===== config.mk =====
export PLATFORM = sky130hd
export DESIGN_NAME = input_debouncer
export DESIGN_NICKNAME = d
export VERILOG_FILES = /design/src/rtl/io_cond_pkg.sv /design/src/rtl/input_debouncer_tick_prescaler.sv /design/src/rtl/input_debouncer.sv
export SDC_FILE = /design/constraint.sdc
export NUM_CORES = 1
export LEC_CHECK = 0
export BUFFER_PORTS_ARGS = -buffer_cell sky130_fd_sc_hd__buf_2
export CORE_MARGIN = 4
export CORE_UTILIZATION = 55
export DETAILED_ROUTE_END_ITERATION = 10
export PLACE_DENSITY = 0.8
export SLEW_MARGIN = 10
export SYNTH_ARGS = -nofsm -noshare
export SYNTH_HDL_FRONTEND = slang
export SYNTH_SLANG_ARGS = --single-unit

===== constraint.sdc =====
create_clock -name clk -period 4.71 [get_ports clk]
set_clock_uncertainty 0.1 [all_clocks]
set_input_delay 0.2355 -clock clk [delete_from_list [all_inputs] [get_ports clk]]
set_output_delay 0.2355 -clock clk [all_outputs]
set_load 0.05 [all_outputs]

===== src/rtl/io_cond_pkg.sv =====
// Shared definitions for the input-conditioning stages: FSM state encodings and
// default timing constants.
package io_cond_pkg;

    localparam int         DEF_TICK_DIV     = 50000;
    localparam int         DEF_STABLE_TICKS = 10;
    localparam logic [7:0] GLITCH_MAX       = 8'hFF;

    typedef enum logic {
        ST_STABLE = 1'b0,
        ST_CHECK  = 1'b1
    } db_state_e;

endpackage


===== src/rtl/input_debouncer_tick_prescaler.sv =====
// Free-running sample-tick generator: one-cycle registered strobe every TICK_DIV clocks,
// first strobe in cycle TICK_DIV after reset release.
module tick_prescaler #(
    parameter int TICK_DIV = io_cond_pkg::DEF_TICK_DIV
) (
    input  logic clk,
    input  logic rst_n,
    output logic tick
);

    localparam int CW = (TICK_DIV > 2) ? $clog2(TICK_DIV) : 1;

    logic [CW-1:0] cnt;
    logic          wrap;

    assign wrap = (cnt == CW'(TICK_DIV - 1));

    always_ff @(posedge clk or negedge rst_n) begin
        if (!rst_n) begin
            cnt  <= '0;
            tick <= 1'b0;
        end else begin
            cnt  <= wrap ? '0 : cnt + 1'b1;
            tick <= wrap;
        end
    end

endmodule


===== src/rtl/input_debouncer.sv =====
// Debouncer for one asynchronous input: synchronizer, tick prescaler, stability-count FSM.
// Optional GLITCH_COUNT_EN adds glitch_clr/glitch_cnt (saturating count of aborted transitions).
module input_debouncer
    import io_cond_pkg::*;
#(
    parameter int   TICK_DIV     = DEF_TICK_DIV,
    parameter int   STABLE_TICKS = DEF_STABLE_TICKS,
    parameter int   SYNC_STAGES  = 2,
    parameter logic RESET_LEVEL  = 1'b0
) (
    input  logic       clk,
    input  logic       rst_n,
    input  logic       din_async,
`ifdef GLITCH_COUNT_EN
    input  logic       glitch_clr,
    output logic [7:0] glitch_cnt,
`endif
    output logic       db_out,
    output logic       tick,
    output logic       db_change
);

    localparam int CNT_W = $clog2(STABLE_TICKS + 1);

    logic [SYNC_STAGES-1:0] sync_ff;
    logic                   sync_q;
    db_state_e              state_q, state_d;
    logic [CNT_W-1:0]       cnt_q, cnt_d, cnt_inc;
    logic                   db_d, chg_d;
`ifdef GLITCH_COUNT_EN
    logic                   abort;
`endif

    tick_prescaler #(.TICK_DIV(TICK_DIV)) u_presc (
        .clk   (clk),
        .rst_n (rst_n),
        .tick  (tick)
    );

    always_ff @(posedge clk or negedge rst_n) begin
        if (!rst_n) sync_ff <= {SYNC_STAGES{RESET_LEVEL}};
        else        sync_ff <= {sync_ff[SYNC_STAGES-2:0], din_async};
    end

    assign sync_q  = sync_ff[SYNC_STAGES-1];
    assign cnt_inc = cnt_q + 1'b1;

    always_comb begin
        state_d = state_q;
        cnt_d   = cnt_q;
        db_d    = db_out;
        chg_d   = 1'b0;
`ifdef GLITCH_COUNT_EN
        abort   = 1'b0;
`endif
        case (state_q)
            ST_STABLE: begin
                if (tick && (sync_q != db_out)) begin
                    if (STABLE_TICKS == 1) begin
                        db_d  = sync_q;
                        chg_d = 1'b1;
                    end else begin
                        state_d = ST_CHECK;
                        cnt_d   = CNT_W'(1);
                    end
                end
            end
            ST_CHECK: begin
                if (tick) begin
                    if (sync_q == db_out) begin
                        state_d = ST_STABLE;
                        cnt_d   = '0;
`ifdef GLITCH_COUNT_EN
                        abort   = 1'b1;
`endif
                    end else if (cnt_inc == CNT_W'(STABLE_TICKS)) begin
                        db_d    = sync_q;
                        chg_d   = 1'b1;
                        state_d = ST_STABLE;
                        cnt_d   = '0;
                    end else begin
                        cnt_d   = cnt_inc;
                    end
                end
            end
            // Any other encoding falls back to STABLE, keeping the current level.
            default: begin
                state_d = ST_STABLE;
                cnt_d   = '0;
            end
        endcase
    end

    always_ff @(posedge clk or negedge rst_n) begin
        if (!rst_n) begin
            state_q   <= ST_STABLE;
            cnt_q     <= '0;
            db_out    <= RESET_LEVEL;
            db_change <= 1'b0;
        end else begin
            state_q   <= state_d;
            cnt_q     <= cnt_d;
            db_out    <= db_d;
            db_change <= chg_d;
        end
    end

`ifdef GLITCH_COUNT_EN
    // Clear wins over a same-cycle abort.
    always_ff @(posedge clk or negedge rst_n) begin
        if (!rst_n)                              glitch_cnt <= '0;
        else if (glitch_clr)                     glitch_cnt <= '0;
        else if (abort && glitch_cnt != GLITCH_MAX) glitch_cnt <= glitch_cnt + 1'b1;
    end
`endif

endmodule


* Word-level counts from Yosys, hierarchy flattened *
Index checks and enable logic that the tools add are counted.

word-level totals
  bits of input ports = 3
  logic and storage cells = 35
  output and inout port bits = 3
  register bits after elaboration = 26

cells by class
  add/sub/neg operators = 2
  reductions and logical operators = 3
  eq/ne operators = 6
  mux-type cells = 15
  bitwise gates (word level) = 2

operators with widths
  operator                                                                  number
  16-bit by 1-bit adder with 16-bit output (second input constant)          1
  16-bit equality test (second input constant)                              1
  16-bit 2-to-1 mux                                                         1
  4-bit 2-to-1 mux                                                          4
  1-bit 2-to-1 mux                                                          8
  4-bit case mux with 2 select lines                                        1
  4-bit by 1-bit adder with 4-bit output (second input constant)            1
  4-bit equality test (second input constant)                               1
  4-bit AND reduction                                                       1
  2-bit by 1-bit inequality test with 1-bit output (second input constant)  1
  2-bit inequality test (second input constant)                             1
  1-bit inverter                                                            2
  1-bit case mux with 2 select lines                                        1
  2-bit AND reduction                                                       1
  1-bit equality test                                                       1
  1-bit logical AND                                                         1
  1-bit inequality test                                                     1

* Logic depth before layout (Yosys ltp) *
  depth after elaboration = 6
  depth in mapped cells = 5
  mapped depth without buffers = 5

* By module *
From an unflattened synthesis, not the netlist that was laid out.

unflattened totals
  cells, all modules = 115
  area, all modules = 1,275.0 sq um

modules (own cells, without submodules)
  module           cells each  area an instance (sq um)  seq. area each (sq um)  instances
  tick_prescaler   68          787.0                     425.4                   1
  input_debouncer  47          488.0                     225.2                   1

* Worst setup path after synthesis *
OpenSTA, ideal clock, no wires.

  path type = register to register
  start point = reg u_presc.cnt[4]
  end point = reg u_presc.cnt[14]
  required time = 4,485 ps
  arrival time = 1,729 ps
  period minus slack after synthesis = 1,954 ps
  cell stages (with the launch flop) = 5
  setup slack = 2,756 ps
  setup time = 125 ps
  buffers on the path = 0
  cells stage by stage = dfrtp_1 -> or4b_4 -> nor4_4 -> nor2_1 -> mux2_2

on the way
  cells in the longest elaborated chain, start to end = 2
  elaborated cells between the ends (all ways) = 3
  classes of those cells = add/sub: 1; eq/ne: 1; mux: 1

ends and longest elaborated chain
  item                    RTL line                              text
  start, declared         input_debouncer_tick_prescaler.sv:13  logic [CW-1:0] cnt;
  start signal, assigned  input_debouncer_tick_prescaler.sv:23  cnt <= wrap ? '0 : cnt + 1'b1;
  16-bit equality test    input_debouncer_tick_prescaler.sv:16  assign wrap = (cnt == CW'(TICK_DIV - 1));
  net u_presc.wrap        input_debouncer_tick_prescaler.sv:14  logic wrap;
  16-bit 2-to-1 mux       input_debouncer_tick_prescaler.sv:23

The timed path passes the listed nets, and every way through them passes these cells.
A chain may end at the register's enable or synchronous reset.

* Worst setup path in the final report *
Same ends and word-level chain as after synthesis.

==> out/results.tsv <==
stage	metric	value	unit
outcome	status	finished, final reports clean	
floorplan	starting utilization of the core area	60.0	%
drt	vias after detailed routing	825	
floorplan	std cell rows	16	
placement	number of input and output port buffers inserted	5	
floorplan	Ports	6	
timing	max_slew headroom	62.9	%
drt	routed wirelength normalized by instance count	12.7	um
timing	final setup TNS	0	ps
pwr	combinational power share	1.7	%
timing	RSZ-0062 raised after global routing	false	
clock_tree	buffers inserted during post-CTS setup optimization	0	
timing	endpoints failing setup	0	
pwr	share of power burned in registers	59.2	%
worst_setup_path	critical path launch point type	flip-flop	
yosys	Gate Count Post-Synth	110	
timing	final period utilization	45.6	%
yosys	proportion of register bits with asynchronous set or reset after synthesis	100	%
global_routing	number of antenna violations at the first check in global routing	0	
drt	residual antenna-violating net count after detailed routing	0	
clock_tree	CTS tree	built	
yosys	adder-cell share of the synthesized area	3.09	%
global_routing	GRT Util Overall	16.8	%
worst_setup_path	start-to-end type of the worst setup path	flip-flop to flip-flop	
yosys	Post-Synth Simple-Gate Area	22.8	%
yosys	number of flops mapped to enable cells by yosys	0	
clock_tree	register clock-pin slew on the reported worst setup and hold paths	130	ps
timing	clock period minus final worst setup slack	2150	ps
yosys	post-synth net total	116	
global_routing	vias in the first global route	881	
pwr	power density normalized to cell area	282	nW/um^2
final_layout	signed area change from the synthesized netlist to the final layout	10.8	%
drt	Pre-antenna DRT Iters	4	
pwr	post-route total power	0.379	mW
global_routing	Congestion Overflow GR	0	
clock_tree	H-tree levels	1	
yosys	Post-synth top flop	dfrtp_1	
timing	slew at the pin with the worst max-slew slack	552	ps
yosys	combinational family with the most area after synthesis	simple AND/OR/NAND/NOR gates	
worst_hold_path	worst hold-check path type	flip-flop to flip-flop	
clock_tree	clock network latency to the later pin of the worst-skew pair	320	ps
clock_tree	TritonCTS buffer count	3	
yosys	post-synth cell types	34	
floorplan	vertical die dimension	55.0	um
yosys	compound-gate portion of the synthesized area	6.80	%
worst_setup_path	crit end category	flip-flop	
pwr	maximum ir drop on the vdd rail	0.000184	V
pwr	Internal Power	0.312	mW
yosys	Post-Synth XOR/XNOR Area	8.66	%
drt	wire length reported by the detailed router	1.89	mm
yosys	total number of yosys warnings	0	
yosys	mean area per synthesized cell	11.0	sq um
pwr	switching power summed over all nets	0.0674	mW
yosys	sequential cell area fraction in the yosys report	53.6	%
clock_tree	number of buffers on the longest clock path	2	
global_routing	pin count of the biggest net entering global routing	27	
flow_run	max_cap viols	0	
drt	DRC errors left	0	
yosys	mapped cell area	1210	sq um
final_layout	share of final-layout standard cells stronger than drive strength 1	11.6	%
clock_tree	root buf cell	clkbuf_4	
timing	pins over their slew limit	0	
global_routing	first-pass GRT wire length	3.58	mm
pwr	leakage power of the design	0.633	nW
yosys	top cells by area, synth	dfrtp_1 (54%), xor2_1 (5.1%), xnor2_1 (3.6%), nor2_1 (3.4%), ha_1 (3.1%)	
timing	highest achievable clock rate	465	MHz
worst_setup_path	data arrival at the endpoint of the critical path	2270	ps
floorplan	horizontal die dimension	55.0	um
placement	HPWL Detailed	1.41	mm
final_layout	Layout Nets	128	
clock_tree	clk sink count	26	
pwr	switching share of power	17.8	%
yosys	cell taking the most area after synthesis	dfrtp_1	
placement	number of instances in the placed design	142	
drt	1st-iter DRT viols	15	
yosys	portion of netlist area occupied by mux cells	3.51	%
placement	last weighted congestion value of the routability-driven placer	0.837	
floorplan	area of the core	2020	sq um
yosys	portion of synthesized cell area occupied by the leading cell type	53.6	%
worst_setup_path	worst path required time	4830	ps
worst_setup_path	worst-path maximum fanout	10	
final_layout	Ant. Diodes	0	
clock_tree	# resized after CTS	0	
floorplan	floorplan die area	3020	sq um
final_layout	Final Instance Count excl. Fillers	148	
timing	Final Hold Vio Count	0	
drt	post-detailed-route via-to-cell ratio	5.57	
yosys	Seq cells post-synth	26	
pwr	clock network fraction of total power	39.1	%
==> state kept, by name, indices dropped and copies added (netlist names) <==
signal and cells:
cnt_q 4, db_change 1, db_out 1, state_q 1, sync_ff 2, u_presc.cnt 16
u_presc.tick 1
==> power by group through the flow <==
| stage | logic [mW] | registers (mW) | clock network (mW) |
|---|---|---|---|
| 2_1_floorplan | 0.000548 | 0.229 | 0 |
| 3_3_place_gp | 0.00556 | 0.229 | 0 |
| 3_5_place_dp | 0.00560 | 0.229 | 0 |
| 4_1_cts | 0.00677 | 0.225 | 0.154 |
| 5_1_grt | 0.00787 | 0.225 | 0.164 |
| 6_report | 0.00647 | 0.224 | 0.148 |
==> area by class of cell <==
type / count / area, sq um
flip-flops and latches: 26 / 651
fillers: 158 / 677
well taps: 27 / 33.8
repair buffers: 7 / 45.0
multi-input cells: 79 / 544
clock buffers: 3 / 22.5
inverters: 5 / 18.8
clock inverters: 1 / 30.0
==> path summary, 6_finish.rpt <==
path                                                from                   endpoint  slack (ps)  depth (start not counted)
worst max-delay path            u_presc.cnt[4]$_DFF_PN0_  u_presc.cnt[14]$_DFF_PN0_        2560                          4
worst min-delay path                sync_ff[0]$_DFF_PN0_       sync_ff[1]$_DFF_PN0_         280                          0
worst max register to register  u_presc.cnt[4]$_DFF_PN0_  u_presc.cnt[14]$_DFF_PN0_        2560                          4
worst min register to register      sync_ff[0]$_DFF_PN0_       sync_ff[1]$_DFF_PN0_         280                          0
max in group asynchronous                          rst_n   u_presc.cnt[5]$_DFF_PN0_        3840                          2
min in group asynchronous                          rst_n        db_change$_DFF_PN0_         320                          2
==> worst max-delay path, stage by stage, from the launching register on <==
cell and delay [ps]:
dfrtp_1 460, or4b_4 570, nor4_4 550, nor2_1 100
mux2_2 270
==> stage by stage <==
step	util, %	hold slack [ps]	setup WS, ps	area, sq um
6_report	66.5	278	2560	1350
5_1_grt	66.5	301	2460	1350
4_1_cts	66.5	289	2570	1350
3_5_place_dp	62.9	150	2590	1270
3_3_place_gp	62.9	149	2660	1270
2_1_floorplan	-	-160	2760	1210
==> cell usage after synthesis (all sizes together) (2+ instances only) <==
cell and n:
nor4 2, nand4 3, o21ai 3, inv 5, a21oi 4, xnor2 5
nor3 3, nand3 5, or4b 2, and4 2, nand2 9, dfrtp 26
nor2b 2, mux2 2, mux2i 2, nor2 11, ha 3, xor2 7
==> timing repair <==
| item | CTS | global route |
|---|---|---|
| endpoints found under the setup margin | 0 | 0 |
| hold endpoints to repair | 27 | 0 |
| hold buffers | 2 | 0 |
==> kinds of logic after synthesis <==
group | after synthesis
and+or+nand+nor | 47
adders and majority gates | 3
xor gates and xnor gates | 12
buffers and inverters | 5
DFF | 26
AOI/OAI and AO/OA | 13
muxes | 4
==> cell usage in the layout, fill, tap and decap left out, types with 2 or more instances in the layout <==
master         Yosys  routed
nor3_1             3       3
and4_1             2       2
o21ai_0            3       3
nor2b_1            2       2
xor2_1             7       7
nand3_1            5       5
nor2_1            11      11
buf_2              0       5
clkbuf_4           0       3
nand2_1            9       9
nand4_1            3       3
dfrtp_1           26      26
ha_1               3       3
mux2_2             2       2
xnor2_1            5       5
inv_1              5       5
a21oi_1            4       4
mux2i_1            2       2
dlygate4sd3_1      0       2
==> layer usage <==
| layer | routed length [um] | track usage [%] | up-vias |
|---|---|---|---|
| li1 | - | - | 410 |
| met1 | 811 | 18.6 | 403 |
| met2 | 985 | 30.5 | 7 |
| met3 | 43 | 2.41 | 5 |
| met4 | 46 | 9.72 | 0 |
| met5 | 0 | 0 | - |
No activity file was read; power rests on OpenSTA's default activity.
